$ cat config.mk
export PLATFORM = sky130hd
export DESIGN_NAME = cfar_frame_sequencer
export DESIGN_NICKNAME = d
export VERILOG_FILES = /design/src/rtl/cfar_pkg.sv /design/src/rtl/cfar_addr_gen.sv /design/src/rtl/cfar_frame_sequencer.sv
export SDC_FILE = /design/constraint.sdc
export NUM_CORES = 1
export LEC_CHECK = 0
export BUFFER_PORTS_ARGS = -buffer_cell sky130_fd_sc_hd__buf_2
export CAP_MARGIN = 20
export CORE_MARGIN = 4
export CORE_UTILIZATION = 50
export DETAILED_ROUTE_END_ITERATION = 8
export PLACE_DENSITY = 0.85
export SLEW_MARGIN = 20
export SYNTH_ARGS = -nofsm -noshare
export SYNTH_HDL_FRONTEND = slang
export SYNTH_SLANG_ARGS = --single-unit
$ cat constraint.sdc
create_clock -name clk -period 5.9 [get_ports clk]
set_input_delay 1.18 -clock clk [delete_from_list [all_inputs] [get_ports clk]]
set_output_delay 1.18 -clock clk [all_outputs]
set_load 0.01 [all_outputs]
$ cat src/rtl/cfar_pkg.sv
// cfar_pkg: shared state codes, pass encoding and default widths for the CFAR frame sequencer.
// No ports. Imported by cfar_addr_gen and cfar_frame_sequencer.
package cfar_pkg;
    localparam int DEF_INPUT_WIDTH   = 16;
    localparam int DEF_ADDR_WIDTH    = 10;
    localparam int DEF_DRAIN_CYCLES  = 15;
    localparam int DEF_DET_CNT_WIDTH = 11;
    localparam logic [1:0] ST_IDLE   = 2'd0;
    localparam logic [1:0] ST_STREAM = 2'd1;
    localparam logic [1:0] ST_DRAIN  = 2'd2;
    localparam logic PASS_FWD = 1'b0;
    localparam logic PASS_REV = 1'b1;
endpackage

$ cat src/rtl/cfar_addr_gen.sv
// cfar_addr_gen: up/down sample address counter with load and terminal-count flag.
// Ports: clk, reset_n; load/load_val preset the counter; step advances it (down selects
// decrement); tc is high while addr equals end_val.
module cfar_addr_gen
    import cfar_pkg::*;
#(
    parameter int ADDR_WIDTH = DEF_ADDR_WIDTH
) (
    input  logic                  clk,
    input  logic                  reset_n,
    input  logic                  load,
    input  logic [ADDR_WIDTH-1:0] load_val,
    input  logic                  step,
    input  logic                  down,
    input  logic [ADDR_WIDTH-1:0] end_val,
    output logic [ADDR_WIDTH-1:0] addr,
    output logic                  tc
);
    localparam logic [ADDR_WIDTH-1:0] ONE = ADDR_WIDTH'(1);

    always_ff @(posedge clk or negedge reset_n) begin
        if (!reset_n)
            addr <= '0;
        else if (load)
            addr <= load_val;
        else if (step)
            addr <= down ? addr - ONE : addr + ONE;
    end

    assign tc = addr == end_val;
endmodule

$ cat src/rtl/cfar_frame_sequencer.sv
// cfar_frame_sequencer: streams one frame from sample RAM into the CFAR core, optionally
// a second reverse pass, waits out the core drain and forwards/counts detections.
// Ports: start/frame_len/dual_pass/abort command; mem_rd_* sample RAM read port;
// power_in/index_in/input_valid/eop_in/reverse core stream; max_valid/index_out core
// detections; det_* forwarded detections and count; busy/done/err status.
module cfar_frame_sequencer
    import cfar_pkg::*;
#(
    parameter int INPUT_WIDTH   = DEF_INPUT_WIDTH,
    parameter int ADDR_WIDTH    = DEF_ADDR_WIDTH,
    parameter int DRAIN_CYCLES  = DEF_DRAIN_CYCLES,
    parameter int DET_CNT_WIDTH = DEF_DET_CNT_WIDTH
) (
    input  logic                     clk,
    input  logic                     reset_n,
    input  logic                     start,
    input  logic [ADDR_WIDTH:0]      frame_len,
    input  logic                     dual_pass,
    input  logic                     abort,
    output logic                     mem_rd_en,
    output logic [ADDR_WIDTH-1:0]    mem_rd_addr,
    input  logic [INPUT_WIDTH-1:0]   mem_rd_data,
    output logic [INPUT_WIDTH-1:0]   power_in,
    output logic [ADDR_WIDTH-1:0]    index_in,
    output logic                     input_valid,
    output logic                     eop_in,
    output logic                     reverse,
    input  logic                     max_valid,
    input  logic [ADDR_WIDTH-1:0]    index_out,
    output logic                     det_valid,
    output logic [ADDR_WIDTH-1:0]    det_index,
    output logic                     det_pass,
    output logic [DET_CNT_WIDTH-1:0] det_count,
    output logic                     busy,
    output logic                     done,
    output logic                     err
);
    localparam int LW = ADDR_WIDTH + 1;
    localparam int DW = $clog2(DRAIN_CYCLES + 1);
    localparam logic [LW-1:0] MAX_LEN = {1'b1, {ADDR_WIDTH{1'b0}}};
    localparam logic [DW-1:0] D_END = DW'(DRAIN_CYCLES);
    localparam logic [DET_CNT_WIDTH-1:0] CNT_ONE = DET_CNT_WIDTH'(1);

    logic [1:0]            st;
    logic [ADDR_WIDTH-1:0] len_m1;
    logic                  dual;
    logic                  pass;
    logic [DW-1:0]         dcnt;
    logic [ADDR_WIDTH-1:0] addr;
    logic                  tc;
    logic                  len_ok;
    logic                  accept;
    logic                  streaming;
    logic                  drain_end;
    logic                  rev_start;

    assign len_ok    = frame_len != '0 && frame_len <= MAX_LEN;
    assign accept    = st == ST_IDLE && start && !abort && len_ok;
    assign streaming = st == ST_STREAM && !abort;
    // dcnt is 0 in the eop_in cycle, so expiry lands DRAIN_CYCLES cycles after it
    assign drain_end = st == ST_DRAIN && !abort && dcnt == D_END;
    assign rev_start = drain_end && dual && pass == PASS_FWD;

    assign busy        = st != ST_IDLE;
    assign mem_rd_en   = st == ST_STREAM;
    assign mem_rd_addr = addr;
    // RAM data arrives the cycle after the read, exactly when input_valid is up
    assign power_in    = input_valid ? mem_rd_data : '0;
    assign reverse     = pass;

    cfar_addr_gen #(.ADDR_WIDTH(ADDR_WIDTH)) u_addr (
        .clk      (clk),
        .reset_n  (reset_n),
        .load     (accept || rev_start),
        .load_val (accept ? '0 : len_m1),
        .step     (streaming && !tc),
        .down     (pass),
        .end_val  (pass ? '0 : len_m1),
        .addr     (addr),
        .tc       (tc)
    );

    always_ff @(posedge clk or negedge reset_n) begin
        if (!reset_n) begin
            st          <= ST_IDLE;
            len_m1      <= '0;
            dual        <= 1'b0;
            pass        <= PASS_FWD;
            dcnt        <= '0;
            input_valid <= 1'b0;
            index_in    <= '0;
            eop_in      <= 1'b0;
            det_valid   <= 1'b0;
            det_index   <= '0;
            det_pass    <= 1'b0;
            det_count   <= '0;
            done        <= 1'b0;
            err         <= 1'b0;
        end else begin
            input_valid <= streaming;
            index_in    <= streaming ? addr : '0;
            eop_in      <= streaming && tc;
            done        <= drain_end && !rev_start;
            err         <= st == ST_IDLE && start && !abort && !len_ok;
            det_valid   <= busy && max_valid;
            if (busy && max_valid) begin
                det_index <= index_out;
                det_pass  <= pass;
            end
            if (accept)
                det_count <= '0;
            else if (busy && max_valid && det_count != '1)
                det_count <= det_count + CNT_ONE;
            if (accept) begin
                st     <= ST_STREAM;
                len_m1 <= ADDR_WIDTH'(frame_len - LW'(1));
                dual   <= dual_pass;
                pass   <= PASS_FWD;
            end else if ((busy && abort) || (drain_end && !rev_start)) begin
                st   <= ST_IDLE;
                pass <= PASS_FWD;
            end else if (rev_start) begin
                st   <= ST_STREAM;
                pass <= PASS_REV;
            end else if (streaming && tc) begin
                st   <= ST_DRAIN;
                dcnt <= '0;
            end else if (st == ST_DRAIN) begin
                dcnt <= dcnt + DW'(1);
            end
        end
    end
endmodule

* Yosys cells after proc, flatten, opt, wreduce, memory -nomap -nowiden *
Cells that the tools add are included.

word-level totals
  register bits = 65

cells by class
  order comparisons = 1
  muxes and demuxes = 18
  bitwise operators = 4
  reduce and logical (&&, ||, !) cells = 31
  $add $sub $neg = 5
  equality and inequality tests = 5

operators with widths
  operator                                             count
  two-way mux 10 bit                                   6
  two-way mux 11 bit                                   2
  subtractor 10 x 1 -> 10 bit (second input constant)  2
  logical AND 1 bit                                    16
  two-way mux 16 bit                                   1
  adder 11 x 1 -> 11 bit (second input constant)       1
  <= comparator 11 bit (second input constant)         1
  inequality test 11 bit (second input constant)       1
  nonzero test 11 bit                                  1
  adder 10 x 1 -> 10 bit (second input constant)       1
  == test 10 bit                                       1
  two-way mux 2 bit                                    4
  two-way mux 4 bit                                    2
  nonzero test 2 bit                                   4
  adder 4 x 1 -> 4 bit (second input constant)         1
  == test 4 bit (second input constant)                1
  logical NOT 1 bit                                    4
  inverter 1 bit                                       4
  AND reduction 4 bit                                  1
  nonzero test 4 bit                                   1
  two-way mux 1 bit                                    3
  nonzero test 3 bit                                   1
  == test 2 x 1 -> 1 bit (second input constant)       1
  == test 2 bit (second input constant)                1
  other kinds (2)                                      3

* Depth between registers and ports, before layout *
  depth after elaboration = 10
  gate-level depth with buffers = 8
  mapped depth without buffers = 8

* Cells and area by module *
From an unflattened synthesis, not the netlist that was laid out.

second synthesis, totals
  cells, all modules = 386
  area total of the unflattened synthesis = 3702.3 sq um

by module, submodules not included
  module                times used  cells an instance  area an instance (sq um)
  cfar_frame_sequencer  1           277                2723.9
  cfar_addr_gen         1           109                978.4

* Least setup slack after synthesis *
Ideal clock, no wire load.

  kind = input to register
  from = input frame_len[5]
  to = register dcnt[0]
  data arrival time = 2800 ps
  stages on the path = 5
  data required time = 5775 ps
  setup time = 125 ps
  setup slack = 2976 ps
  path through = or4_4 -> o31a_1 -> o31ai_2 -> nor2_1 -> mux2_2

between the ends
  cells in the longest elaborated chain, start to end = 5
  elaborated cells on any way between the ends = 6

RTL lines
  item                                                                line                         RTL
  start, declared                                                     cfar_frame_sequencer.sv:17   input logic [ADDR_WIDTH:0] frame_len,
  <= comparator 11 bit / nonzero test 11 bit (equally long branches)  cfar_frame_sequencer.sv:57   assign len_ok = frame_len != '0 && frame_len <= MAX_LEN;
  logical AND 1 bit (*)                                               cfar_frame_sequencer.sv:57
  logical AND 1 bit (*)                                               cfar_frame_sequencer.sv:58   assign accept = st == ST_IDLE && start && !abort && len_ok;
  inverter 1 bit (no source line) (*)                                 n/a
  AND reduction 4 bit (no source line) (*)                            n/a
  end signal, assigned                                                cfar_frame_sequencer.sv:129  dcnt <= dcnt + DW'(1);
  end, declared                                                       cfar_frame_sequencer.sv:48   logic [DW-1:0] dcnt;

Every way passes the cells marked *; elsewhere a longest branch is shown, timed or not.
A chain may end at the register's enable or synchronous reset.

* Worst setup path after layout *
  from = input frame_len[5]
  to = register u_addr.addr[1]

between the ends
  cells in the longest elaborated chain, start to end = 5
  elaborated cells on any way between the ends = 8

RTL lines
  item                                                                line                                                    RTL
  <= comparator 11 bit / nonzero test 11 bit (equally long branches)  cfar_frame_sequencer.sv:57
  logical AND 1 bit (*)                                               cfar_frame_sequencer.sv:57
  logical AND 1 bit (*)                                               cfar_frame_sequencer.sv:58
  two-way mux 10 bit / logical OR 1 bit (equally long branches)       cfar_frame_sequencer.sv:75, cfar_frame_sequencer.sv:74
  two-way mux 10 bit / nonzero test 2 bit (equally long branches)     n/a
  end signal, assigned                                                cfar_addr_gen.sv:25                                     addr <= load_val;
  end signal, assigned                                                cfar_addr_gen.sv:27                                     addr <= down ? addr - ONE : addr + ONE;
  end, declared                                                       cfar_addr_gen.sv:16                                     output logic [ADDR_WIDTH-1:0] addr,

Marks and branches as above.

==> run summary <==
- 0.587 — Period Utilization, post-route
- 3500 um^2 — post-synthesis instance area
- 1040 ps — Least-Margin Pin Slew
- 15.8 um — WL per Instance
- 14900 um — global-route wire length before repair
- 0.515 — initial core utilization
- 0 — # setup viols final
- st[1] — start of the worst register-to-register path
- 2 — CTS max path bufs
- 0 — Remaining DRCs
- 558 — Fillers
- 3460 ps — clock period minus final worst setup slack
- 0 — number of flops mapped to enable cells by yosys
- dfrtp_1 — prevailing post-synth register cell
- 28 — largest fanout on the critical path
- in -> reg — critical path class
- 0.866 — GP Congestion
- 0.288 — share of cells above drive strength 1
- 3095 — number of global-route vias before repair
- dfrtp_1 — Yosys top cell by area
- 91.6 um — floorplan die width
- 109 — count of pins on the block boundary
- 56 — library cells used by synthesis
- 340 ps — clock latency on the worst-skew pair
- 9 — total clock buffers created by CTS
- 6100 ps — Req. time, crit path
- reg -> reg — Tightest Hold Check Type
- 2090 ps — Worst Setup Slack post-DPL
- 65 — number of clock sinks
- 1.00 — share of synthesized flip-flops with an asynchronous set or reset
- 2 — WHS Path Cells
- 0.302 — headroom to the max-slew limit
- 0.222 — gr usage total
- 0 — aggregate global routing overflow
- 141 — initial detailed-routing violation count
- finished clean — outcome
- 1780 um^2 — footprint of the multi-input gates
- 0 — pins over their slew limit
- 276 nW/um^2 — areal power density over the cells
- 0 — number of warning messages in the yosys log
- 3660 ps — arrival time at the worst endpoint
- 0.465 — sequential area share after synthesis
- 370 — Post-Syn Instances
- 3 — H-tree level count
- 0 ps — accumulated negative setup slack
- 1630 um^2 — sequential cell area in the final layout
- 0 — Post-CTS Resized
- 6790 um^2 — core area
- 9.45 um^2 — synthesized area divided by synthesized cell count
- 9220 um — post-detailed-routing wire length
- 0 — max cap viols
- 70 ps — clock transition at the register clock pins on the worst setup and hold paths after CTS
- done — clock tree from TritonCTS
- 0 — Inserted Diodes
- 0 — antenna violations before repair
- 2440 ps — final critical-path setup slack
- 0 — number of post-CTS setup repair buffers
- 6910 um — Detailed Place HPWL
- 0 — number of hold-repair buffers added at the cts stage
- clkbuf_8 — clock root buffer
- 0 — number of antenna-violating nets in the routed design
- 23.9% — layout-stage area growth over the synthesis result
- dfrtp_1 47%, nand2_1 6.0%, ha_1 4.3% — leading post-synthesis cells by cell area
- 0.289 GHz — fmax
- 30 — number of cell rows
- 0.465 — share of the synthesized area in the top cell type
- 2810 ps — register-to-register setup slack
- register — Worst Setup End Kind
- 7.38 ps — largest clock skew in the final design
- no — RSZ-0062 raised after global routing
- det_index[2] — worst min-delay path startpoint
- 65 — number of synthesized register bits
- u_addr.addr[1] — Reg-to-Reg End
- 0 — Hold Fails Final Rpt
- 537 — number of nets at the end of the flow
- 5 — worst-case reg-to-reg path depth
- 4 — number of detailed-route iterations in the first pass
- det_index[2] — worst hold path endpoint
- 66 — largest net degree at the start of global routing
- 8390 um^2 — total die area
- 91.6 um — die span in y
- 0.637 — post-layout utilization of the core
- primary input — crit start category
- 108 — count of buffers inserted at the top-level ports
- 3219 — routed via count
- 5.53 — per-cell via count in the routed design
- 2.24 nW — static power due to leakage
- 0.157 mV — highest ir drop seen on vdd
- 426 — synthesized net count
-- state kept, by name, indices dropped and copies added (netlist names) --
name         cells
index_in        10
det_valid        1
u_addr.addr     10
st               2
dual             1
eop_in           1
det_count       11
reverse          1
err              1
dcnt             4
len_m1          10
det_index       10
det_pass         1
input_valid      1
done             1
-- cells by family after synthesis --
logic type,count (synthesis),share of synthesized area
simple gates,164,0.241
compound gates,71,0.130
flops,65,0.465
buf+inv,24,0.0283
xor+xnor,23,0.0576
fa+ha+maj,13,0.0487
mux,10,0.0293
-- area by class of cell --
cell class / count / area share
multi-input combinational: 281 / 0.410
clock inverter: 6 / 0.0133
timing repair buffer: 111 / 0.130
clock buffer: 10 / 0.0318
sequential: 65 / 0.376
inverter: 13 / 0.0113
tap: 96 / 0.0277
-- cells in the final DEF (no fill, tap or decap), types with 3 or more instances in the layout --
master,instances
xor2_1,11
inv_1,13
o21ai_0,17
dfrtp_1,65
a21oi_1,21
xnor2_1,12
nand2b_1,4
nor2b_1,3
a211oi_1,3
a22oi_1,4
nor4_1,5
and4_1,3
buf_2,108
o21bai_1,3
clkbuf_8,10
nor3_1,13
mux2i_1,8
clkinv_2,4
nand2_1,56
buf_4,3
a21o_1,3
and3_1,4
o22ai_1,4
ha_1,12
nor2_1,35
and2_1,19
nand4_1,4
-- Yosys cell counts, types with 2 or more instances --
| cell type | number |
|---|---|
| a211oi_1 | 3 |
| a21o_1 | 3 |
| a21oi_1 | 21 |
| a22oi_1 | 4 |
| a31oi_1 | 2 |
| and2_1 | 19 |
| and3_1 | 4 |
| and4_1 | 3 |
| buf_2 | 4 |
| clkbuf_1 | 5 |
| dfrtp_1 | 65 |
| ha_1 | 12 |
| inv_1 | 13 |
| mux2_2 | 2 |
| mux2i_1 | 8 |
| nand2_1 | 56 |
| nand2b_1 | 4 |
| nand3_1 | 2 |
| nand4_1 | 4 |
| nor2_1 | 35 |
| nor2b_1 | 3 |
| nor3_1 | 13 |
| nor4_1 | 5 |
| nor4b_1 | 2 |
| o21ai_0 | 17 |
| o21bai_1 | 3 |
| o22ai_1 | 4 |
| o31a_1 | 2 |
| o31ai_1 | 2 |
| or2_2 | 2 |
| or3_1 | 2 |
| xnor2_1 | 12 |
| xor2_1 | 11 |
-- how the worst max path moves through the flow --
stage	from	end	slack, ps	depth (start not counted)
detailed placement	frame_len[5]	u_addr.addr[1]	2090	6
finish	frame_len[5]	u_addr.addr[1]	2440	6
CTS	frame_len[5]	u_addr.addr[4]	2440	6
global route	frame_len[5]	u_addr.addr[5]	2260	6
global placement	frame_len[5]	u_addr.addr[6]	2180	6
floorplan	frame_len[5]	dcnt[0]	2980	5
-- metal layers --
| metal | GRT usage | routed length (um) | vias to the layer above |
|---|---|---|---|
| met5 | 0 | 0 | - |
| met4 | 0.0691 | 53 | 0 |
| met3 | 0.0459 | 740 | 6 |
| met2 | 0.381 | 4640 | 158 |
| met1 | 0.280 | 3780 | 1540 |
| li1 | - | - | 1515 |
-- worst max-delay path, cell delays in order --
cell	delay, ps
buf_2	130
or4_4	570
o31a_1	390
nor3_4	860
or2_0	380
o21ai_0	160
-- power by group --
| part | switching, W | internal [W] |
|---|---|---|
| combinational | 0.000137 | 0.000111 |
| clock | 0.000169 | 0.000203 |
| sequential | 0.0000711 | 0.000503 |
-- metrics by stage --
| step | total power, W | std cells | cell area, um^2 | hold WS (ps) |
|---|---|---|---|---|
| 4_1_cts | 0.00120 | 582 | 4330 | 479 |
| 5_1_grt | 0.00125 | 582 | 4330 | 511 |
| 2_1_floorplan | 0.000713 | 370 | 3500 | 473 |
| 6_report | 0.00119 | 582 | 4330 | 475 |
| 3_5_place_dp | 0.000828 | 566 | 4140 | 461 |
| 3_3_place_gp | 0.000815 | 566 | 4140 | 454 |
(Power assumes the default switching activity.)
